### src/rtl/exec_unit_mc.sv
// ---------------------------------------------------------------------------
// exec_unit_mc
//   Handshaked execute stage: immediate generator, operand-B select, a
//   single-cycle ALU and an iterative radix-2 unsigned multiply/divide engine.
//   Results leave through a one-deep registered output with valid/ready flow
//   control.
//
// Ports
//   clk, reset_n          clock, asynchronous active-low reset
//   in_valid / in_ready   input handshake (operation accepted when both high)
//   srca, writedata       operand A, register operand B
//   instr, immsrc         instruction word and immediate format select
//   alusrc                1: srcb = immext, 0: srcb = writedata
//   alucontrol            ALU operation select
//   md_en, md_op          route to mul/div engine; MUL/MULHU/DIVU/REMU
//   immext                combinational immediate from instr/immsrc
//   out_valid / out_ready output handshake
//   result, zero          registered result and (result == 0) flag
// ---------------------------------------------------------------------------
module exec_unit_mc #(
    parameter int XLEN = 32
) (
    input  logic            clk,
    input  logic            reset_n,
    input  logic            in_valid,
    output logic            in_ready,
    input  logic [XLEN-1:0] srca,
    input  logic [XLEN-1:0] writedata,
    input  logic [31:0]     instr,
    input  logic [2:0]      immsrc,
    input  logic            alusrc,
    input  logic [3:0]      alucontrol,
    input  logic            md_en,
    input  logic [1:0]      md_op,
    output logic [XLEN-1:0] immext,
    output logic            out_valid,
    input  logic            out_ready,
    output logic [XLEN-1:0] result,
    output logic            zero
);

    localparam int CW = $clog2(XLEN);
    localparam logic [CW-1:0] CNT_LAST = CW'(XLEN - 1);

    localparam logic [0:0] ST_IDLE = 1'b0;
    localparam logic [0:0] ST_BUSY = 1'b1;

    // Architectural state
    logic [0:0]      state_r;
    logic [CW-1:0]   cnt_r;
    logic [XLEN-1:0] hi_r;       // product upper half / partial remainder
    logic [XLEN-1:0] lo_r;       // multiplier bits / dividend-then-quotient
    logic [XLEN-1:0] opb_r;      // multiplicand / divisor
    logic [1:0]      md_op_r;
    logic [XLEN-1:0] result_r;
    logic            zero_r;
    logic            out_valid_r;

    // Combinational nets
    logic [31:0]     imm32_s;
    logic [XLEN-1:0] immext_s;
    logic [XLEN-1:0] srcb_s;
    logic [CW-1:0]   shamt_s;
    logic [XLEN-1:0] alu_s;
    logic [XLEN:0]   mul_sum_s;
    logic [XLEN-1:0] rem_shift_s;
    logic            div_ge_s;
    logic [XLEN-1:0] step_hi_s;
    logic [XLEN-1:0] step_lo_s;
    logic [XLEN-1:0] md_result_s;
    logic            accept_s;
    logic            alu_wr_s;
    logic            md_wr_s;
    logic            unused_opcode_s;

    // The opcode field plays no part in immediate extraction.
    assign unused_opcode_s = ^instr[6:0];

    // Immediate extraction into a 32-bit signed value, then sign-extension to XLEN.
    always_comb begin
        imm32_s = 32'h0000_0000;
        case (immsrc)
            3'b000:  imm32_s = {{20{instr[31]}}, instr[31:20]};
            3'b001:  imm32_s = {{20{instr[31]}}, instr[31:25], instr[11:7]};
            3'b010:  imm32_s = {{19{instr[31]}}, instr[31], instr[7], instr[30:25], instr[11:8], 1'b0};
            3'b011:  imm32_s = {{11{instr[31]}}, instr[31], instr[19:12], instr[20], instr[30:21], 1'b0};
            3'b100:  imm32_s = {instr[31:12], 12'h000};
            default: imm32_s = 32'h0000_0000;
        endcase
    end

    assign immext_s = XLEN'($signed(imm32_s));
    assign immext   = immext_s;

    // Operand-B select.
    always_comb begin
        if (alusrc) begin
            srcb_s = immext_s;
        end else begin
            srcb_s = writedata;
        end
    end

    assign shamt_s = srcb_s[CW-1:0];

    // Single-cycle ALU.
    always_comb begin
        alu_s = {XLEN{1'b0}};
        case (alucontrol)
            4'b0000: alu_s = srca + srcb_s;
            4'b0001: alu_s = srca - srcb_s;
            4'b0010: alu_s = srca & srcb_s;
            4'b0011: alu_s = srca | srcb_s;
            4'b0100: alu_s = srca ^ srcb_s;
            4'b0101: alu_s = {{(XLEN-1){1'b0}}, ($signed(srca) < $signed(srcb_s))};
            4'b0110: alu_s = {{(XLEN-1){1'b0}}, (srca < srcb_s)};
            4'b0111: alu_s = srca << shamt_s;
            4'b1000: alu_s = srca >> shamt_s;
            4'b1001: alu_s = $unsigned($signed(srca) >>> shamt_s);
            4'b1010: alu_s = srcb_s;
            default: alu_s = {XLEN{1'b0}};
        endcase
    end

    // One mul/div iteration. Multiply: conditional add into the upper half,
    // then shift the whole product right. Divide: restoring step on the
    // remainder with the next dividend bit shifted in from lo_r's MSB; a zero
    // divisor naturally yields an all-ones quotient and remainder = dividend.
    always_comb begin
        mul_sum_s   = {1'b0, hi_r} + (lo_r[0] ? {1'b0, opb_r} : {(XLEN+1){1'b0}});
        rem_shift_s = {hi_r[XLEN-2:0], lo_r[XLEN-1]};
        div_ge_s    = ({hi_r, lo_r[XLEN-1]} >= {1'b0, opb_r});
        step_hi_s   = hi_r;
        step_lo_s   = lo_r;
        if (!md_op_r[1]) begin
            step_hi_s = mul_sum_s[XLEN:1];
            step_lo_s = {mul_sum_s[0], lo_r[XLEN-1:1]};
        end else begin
            if (div_ge_s) begin
                step_hi_s = rem_shift_s - opb_r;
                step_lo_s = {lo_r[XLEN-2:0], 1'b1};
            end else begin
                step_hi_s = rem_shift_s;
                step_lo_s = {lo_r[XLEN-2:0], 1'b0};
            end
        end
    end

    // MUL/DIVU take the low register, MULHU/REMU the high register.
    always_comb begin
        if (md_op_r[0]) begin
            md_result_s = step_hi_s;
        end else begin
            md_result_s = step_lo_s;
        end
    end

    assign in_ready = (state_r == ST_IDLE) && (!out_valid_r || out_ready);
    assign accept_s = in_valid && in_ready;
    assign alu_wr_s = accept_s && !md_en;
    // Completion only proceeds once the output register is free.
    assign md_wr_s  = (state_r == ST_BUSY) && (cnt_r == CNT_LAST) && (!out_valid_r || out_ready);

    // Control FSM and mul/div iteration registers.
    always_ff @(posedge clk or negedge reset_n) begin
        if (!reset_n) begin
            state_r <= ST_IDLE;
            cnt_r   <= {CW{1'b0}};
            hi_r    <= {XLEN{1'b0}};
            lo_r    <= {XLEN{1'b0}};
            opb_r   <= {XLEN{1'b0}};
            md_op_r <= 2'b00;
        end else begin
            case (state_r)
                ST_IDLE: begin
                    if (accept_s && md_en) begin
                        state_r <= ST_BUSY;
                        cnt_r   <= {CW{1'b0}};
                        hi_r    <= {XLEN{1'b0}};
                        lo_r    <= srca;
                        opb_r   <= srcb_s;
                        md_op_r <= md_op;
                    end
                end
                ST_BUSY: begin
                    if (cnt_r != CNT_LAST) begin
                        cnt_r <= cnt_r + {{(CW-1){1'b0}}, 1'b1};
                        hi_r  <= step_hi_s;
                        lo_r  <= step_lo_s;
                    end else if (md_wr_s) begin
                        state_r <= ST_IDLE;
                        cnt_r   <= {CW{1'b0}};
                    end
                end
                default: begin
                    state_r <= ST_IDLE;
                    cnt_r   <= {CW{1'b0}};
                end
            endcase
        end
    end

    // One-deep output register with valid/ready hold.
    always_ff @(posedge clk or negedge reset_n) begin
        if (!reset_n) begin
            result_r    <= {XLEN{1'b0}};
            zero_r      <= 1'b1;
            out_valid_r <= 1'b0;
        end else if (alu_wr_s) begin
            result_r    <= alu_s;
            zero_r      <= (alu_s == {XLEN{1'b0}});
            out_valid_r <= 1'b1;
        end else if (md_wr_s) begin
            result_r    <= md_result_s;
            zero_r      <= (md_result_s == {XLEN{1'b0}});
            out_valid_r <= 1'b1;
        end else if (out_ready) begin
            out_valid_r <= 1'b0;
        end
    end

    assign result    = result_r;
    assign zero      = zero_r;
    assign out_valid = out_valid_r;

endmodule
### config.mk
export PLATFORM = sky130hd
export DESIGN_NAME = exec_unit_mc
export DESIGN_NICKNAME = d
export VERILOG_FILES = /design/src/rtl/exec_unit_mc.sv
export SDC_FILE = /design/constraint.sdc
export NUM_CORES = 1
export LEC_CHECK = 0
export BUFFER_PORTS_ARGS = -buffer_cell sky130_fd_sc_hd__buf_2
export CAP_MARGIN = 10
export CORE_MARGIN = 2
export CORE_UTILIZATION = 45
export DETAILED_ROUTE_END_ITERATION = 10
export SLEW_MARGIN = 20
export SYNTH_ARGS = -nofsm -noshare
export SYNTH_HDL_FRONTEND = slang
export SYNTH_SLANG_ARGS = --single-unit
### constraint.sdc
create_clock -name clk -period 6.46 [get_ports clk]
set_input_delay 0.969 -clock clk [delete_from_list [all_inputs] [get_ports clk]]
set_output_delay 0.969 -clock clk [all_outputs]
set_load 0.05 [all_outputs]
==> results.tsv <==
metric	value	unit
status	finished clean	
clk_path_buf_depth	2	
setup_viol	0	
startpoint_type	input pin	
final_nets	3375	
hold_viol_final	0	
postCtsResizedCells	0	
internal_power	0.00512	W
ys_seq_elements	138	
hold_class	reg2reg	
wl_met3	9940	um
dp_hpwl	84800	um
cts_made_buffers	17	
grt_max_degree	82	
wl_per_cell	29.1	um
synth_compound_area_share	33.3	%
synth_mux_area_share	10.3	%
skew	0.0106	ns
tightest_slew	1.19	ns
cts_root_buffer	clkbuf_16	
cts_hold_buf	0	
via_per_inst	6.89	
dieArea	49300	um^2
cts_sinks	138	
first_global_vias	24400	
pre_cts_ws	-0.0117	ns
die_h	222	um
io_pins	178	
end_kind	flip-flop	
ys_types	99	
postSynthAreaPerCell	7.23	um^2
fin_crit	6.15	ns
ir_worst_vdd	0.000270	V
comb_power_share	76.2	%
synth-edff-count	0	
wl	108000	um
drtAntennaViolNets	0	
slew_violations	0	
std_cell_rows	79	
die_w	222	um
p_sw_share	57.1	%
syn-num-nets	3239	
cts_setup_buffers	0	
start_util	45.8	%
port_buffers	170	
synthArstFlopShare	100	%
synth-adder-area-share	10.1	%
overflow	0	
synth_top_family_by_area	compound AO/OA/AOI/OAI gates	
num_vias	25600	
cp.arrival	6.54	ns
coreArea	46800	um^2
post-route-period-util	95.3	%
rsz0062_at_grt	false	
route.met2.wl	46500	um
area_growth	11.8	%
wl_met1	42100	um
drive_gt1_share	14.2	%
max_slew_margin	19.7	%
fin_ws	0.305	ns
antenna_found_initial	2	
gr-usage-all-layers	42.5	%
cts_tree	built	
critPathKind	in2reg	
power_density	499	nW/um^2
synthCells	2957	
reg2reg_slack	0.75	ns
max_freq	0.162	GHz
place.gp.congestion	1.07	
clk_latency	0.44	ns
yosys_warnings	0	
fin_setup_tns	0	ns
ys.flop_type	dfrtp_1	
h-tree-depth	4	
power_frac_seq	15.8	%
firstDrtPassIters	6	
cp_data_required_time	6.84	ns
yosysSeqAreaShare	16.1	%
yosys.area_share.simple	20.9	%
clkTransAtPathRegs	0.06	ns
drv_cap	0	
top_layer	met4	
p_clk_share	8.1	%
grt_pass1_wl	159000	um
drt_iter0_markers	2951	
p_switching	0.00682	W
synthesis.area	21400	um^2
synth-xor-area-share	2.33	%
drc_errors	0	
p_leak	10.8	nW
cp_max_fo	5	
cell type report:
| cell class | count | area [um^2] |
|---|---|---|
| timing repair buffer | 315 | 1970 |
| clock buffer | 21 | 460 |
| sequential | 138 | 3460 |
| multi-input combinational | 2452 | 16500 |
| inverter | 169 | 637 |
| antenna | 4 | 10.0 |
| tap | 607 | 759 |
| clock inverter | 10 | 95.1 |
| fill | 4715 | 22800 |
path summary, 6_finish.rpt:
check                                start         end  depth (start not counted)
worst min-delay path            result[25]  result[25]                          2
worst max register to register     hi_r[5]        zero                         14
worst min register to register  result[25]  result[25]                          2
max in group asynchronous          reset_n     state_r                          2
worst max-delay path             immsrc[0]        zero                         21
min in group asynchronous          reset_n     hi_r[9]                          1
metrics by stage:
step / util, % / instance area [um^2] / hold WS [ns] / power, W / cells
floorplan: - / 21400 / 0.464 / 0.00783 / 2957
global placement: 49.9 / 23400 / 0.482 / 0.0105 / 3681
detailed placement: 49.9 / 23400 / 0.495 / 0.0106 / 3681
CTS: 51.1 / 23900 / 0.513 / 0.0117 / 3712
global route: 51.1 / 23900 / 0.539 / 0.0127 / 3712
finish: 51.2 / 23900 / 0.511 / 0.0119 / 3716
cells by family (layout without fill, tap and decap cells):
family,after synthesis,after routing
compound gates,1066,1066
xor+xnor,56,56
fa+ha+maj,171,171
buf+inv,367,515
flops,138,138
mux,210,210
other cells,0,4
simple gates,949,949
per-layer routing:
| layer | track usage (%) | up-vias |
|---|---|---|
| met5 | 0 | - |
| li1 | - | 11300 |
| met4 | 31.7 | 0 |
| met3 | 7.61 | 414 |
| met2 | 65.6 | 1627 |
| met1 | 52.9 | 12200 |
cells in the mapped netlist (11+ instances only):
library cell | n | share of area, %
a22oi_1 | 26 | 0.91
nand2_1 | 295 | 5.2
a211oi_1 | 53 | 1.9
o21ai_0 | 265 | 6.2
o31ai_1 | 27 | 0.95
mux2i_1 | 179 | 8.4
a21o_1 | 45 | 1.6
o32ai_1 | 12 | 0.49
a21oi_1 | 220 | 5.1
xor2_1 | 19 | 0.78
nand3_1 | 72 | 1.7
xnor2_1 | 36 | 1.5
dfrtp_1 | 137 | 16
a31oi_1 | 34 | 0.99
buf_1 | 26 | 0.46
or3_1 | 16 | 0.47
buf_2 | 25 | 0.58
and2_1 | 50 | 1.5
clkbuf_1 | 139 | 2.4
nor3_1 | 70 | 1.6
nor2b_1 | 29 | 0.85
o21bai_1 | 17 | 0.60
mux2_2 | 24 | 1.3
o22ai_1 | 36 | 1.1
o311ai_0 | 11 | 0.45
or2_2 | 17 | 0.50
nor4_1 | 29 | 0.85
nand2b_1 | 26 | 0.76
o211ai_1 | 64 | 2.2
nor2_1 | 257 | 4.5
o21a_1 | 20 | 0.70
a2111oi_0 | 17 | 0.70
a221o_1 | 24 | 1.1
a221oi_1 | 29 | 1.2
and3_1 | 17 | 0.50
a211o_1 | 13 | 0.53
ha_1 | 167 | 9.8
o221ai_1 | 37 | 1.5
nand4_1 | 26 | 0.76
o2111ai_1 | 15 | 0.61
inv_1 | 165 | 2.9
sequential cells by signal, summed over array words and instances, names as in the netlist:
name	count
zero	1
result	32
hi_r	32
cnt_r	5
state_r	1
out_valid	1
opb_r	32
lo_r	32
md_op_r	2
power by group through the flow:
stage / Combinational, W / Sequential [W] / Clock, W
2_1_floorplan: 0.00592 / 0.00191 / 0
3_5_place_dp: 0.00877 / 0.00186 / 0
4_1_cts: 0.00882 / 0.00186 / 0.000970
6_report: 0.00909 / 0.00189 / 0.000961
5_1_grt: 0.00976 / 0.00193 / 0.00100
3_3_place_gp: 0.00863 / 0.00186 / 0
cells in the final DEF (no fill, tap or decap), types with 19 or more instances in the layout:
master      n
nand2_1   295
o21ai_0   265
nor2_1    251
a21oi_1   220
mux2i_1   178
buf_2     169
ha_1      167
inv_1     163
buf_4     143
dfrtp_1   135
nand3_1    71
nor3_1     68
o211ai_1   64
a211oi_1   52
and2_1     50
a21o_1     45
o221ai_1   37
o22ai_1    36
xnor2_1    36
a31oi_1    34
nor2b_1    29
a221oi_1   29
nor4_1     28
o31ai_1    27
nand2b_1   26
nand4_1    26
a22oi_1    26
mux2_2     24
a221o_1    24
o21a_1     20
xor2_1     19
critical path, cell delays in order:
cell and delay (ns):
buf_2 0.12, xnor2_2 0.41, buf_4 0.22, mux2i_1 0.32
nor2_2 0.13, ha_1 0.24, a2111oi_0 0.45, buf_4 0.19
a211oi_1 0.10, a31oi_1 0.57, o41ai_1 0.15, buf_4 0.16
a221oi_1 0.47, buf_4 0.23, o221ai_1 0.09, a2111oi_0 0.69
nand4_1 0.19, nor4_1 0.23, nand2_1 0.17, o31ai_1 0.28
a31o_1 0.13
(Power assumes the default switching activity.)
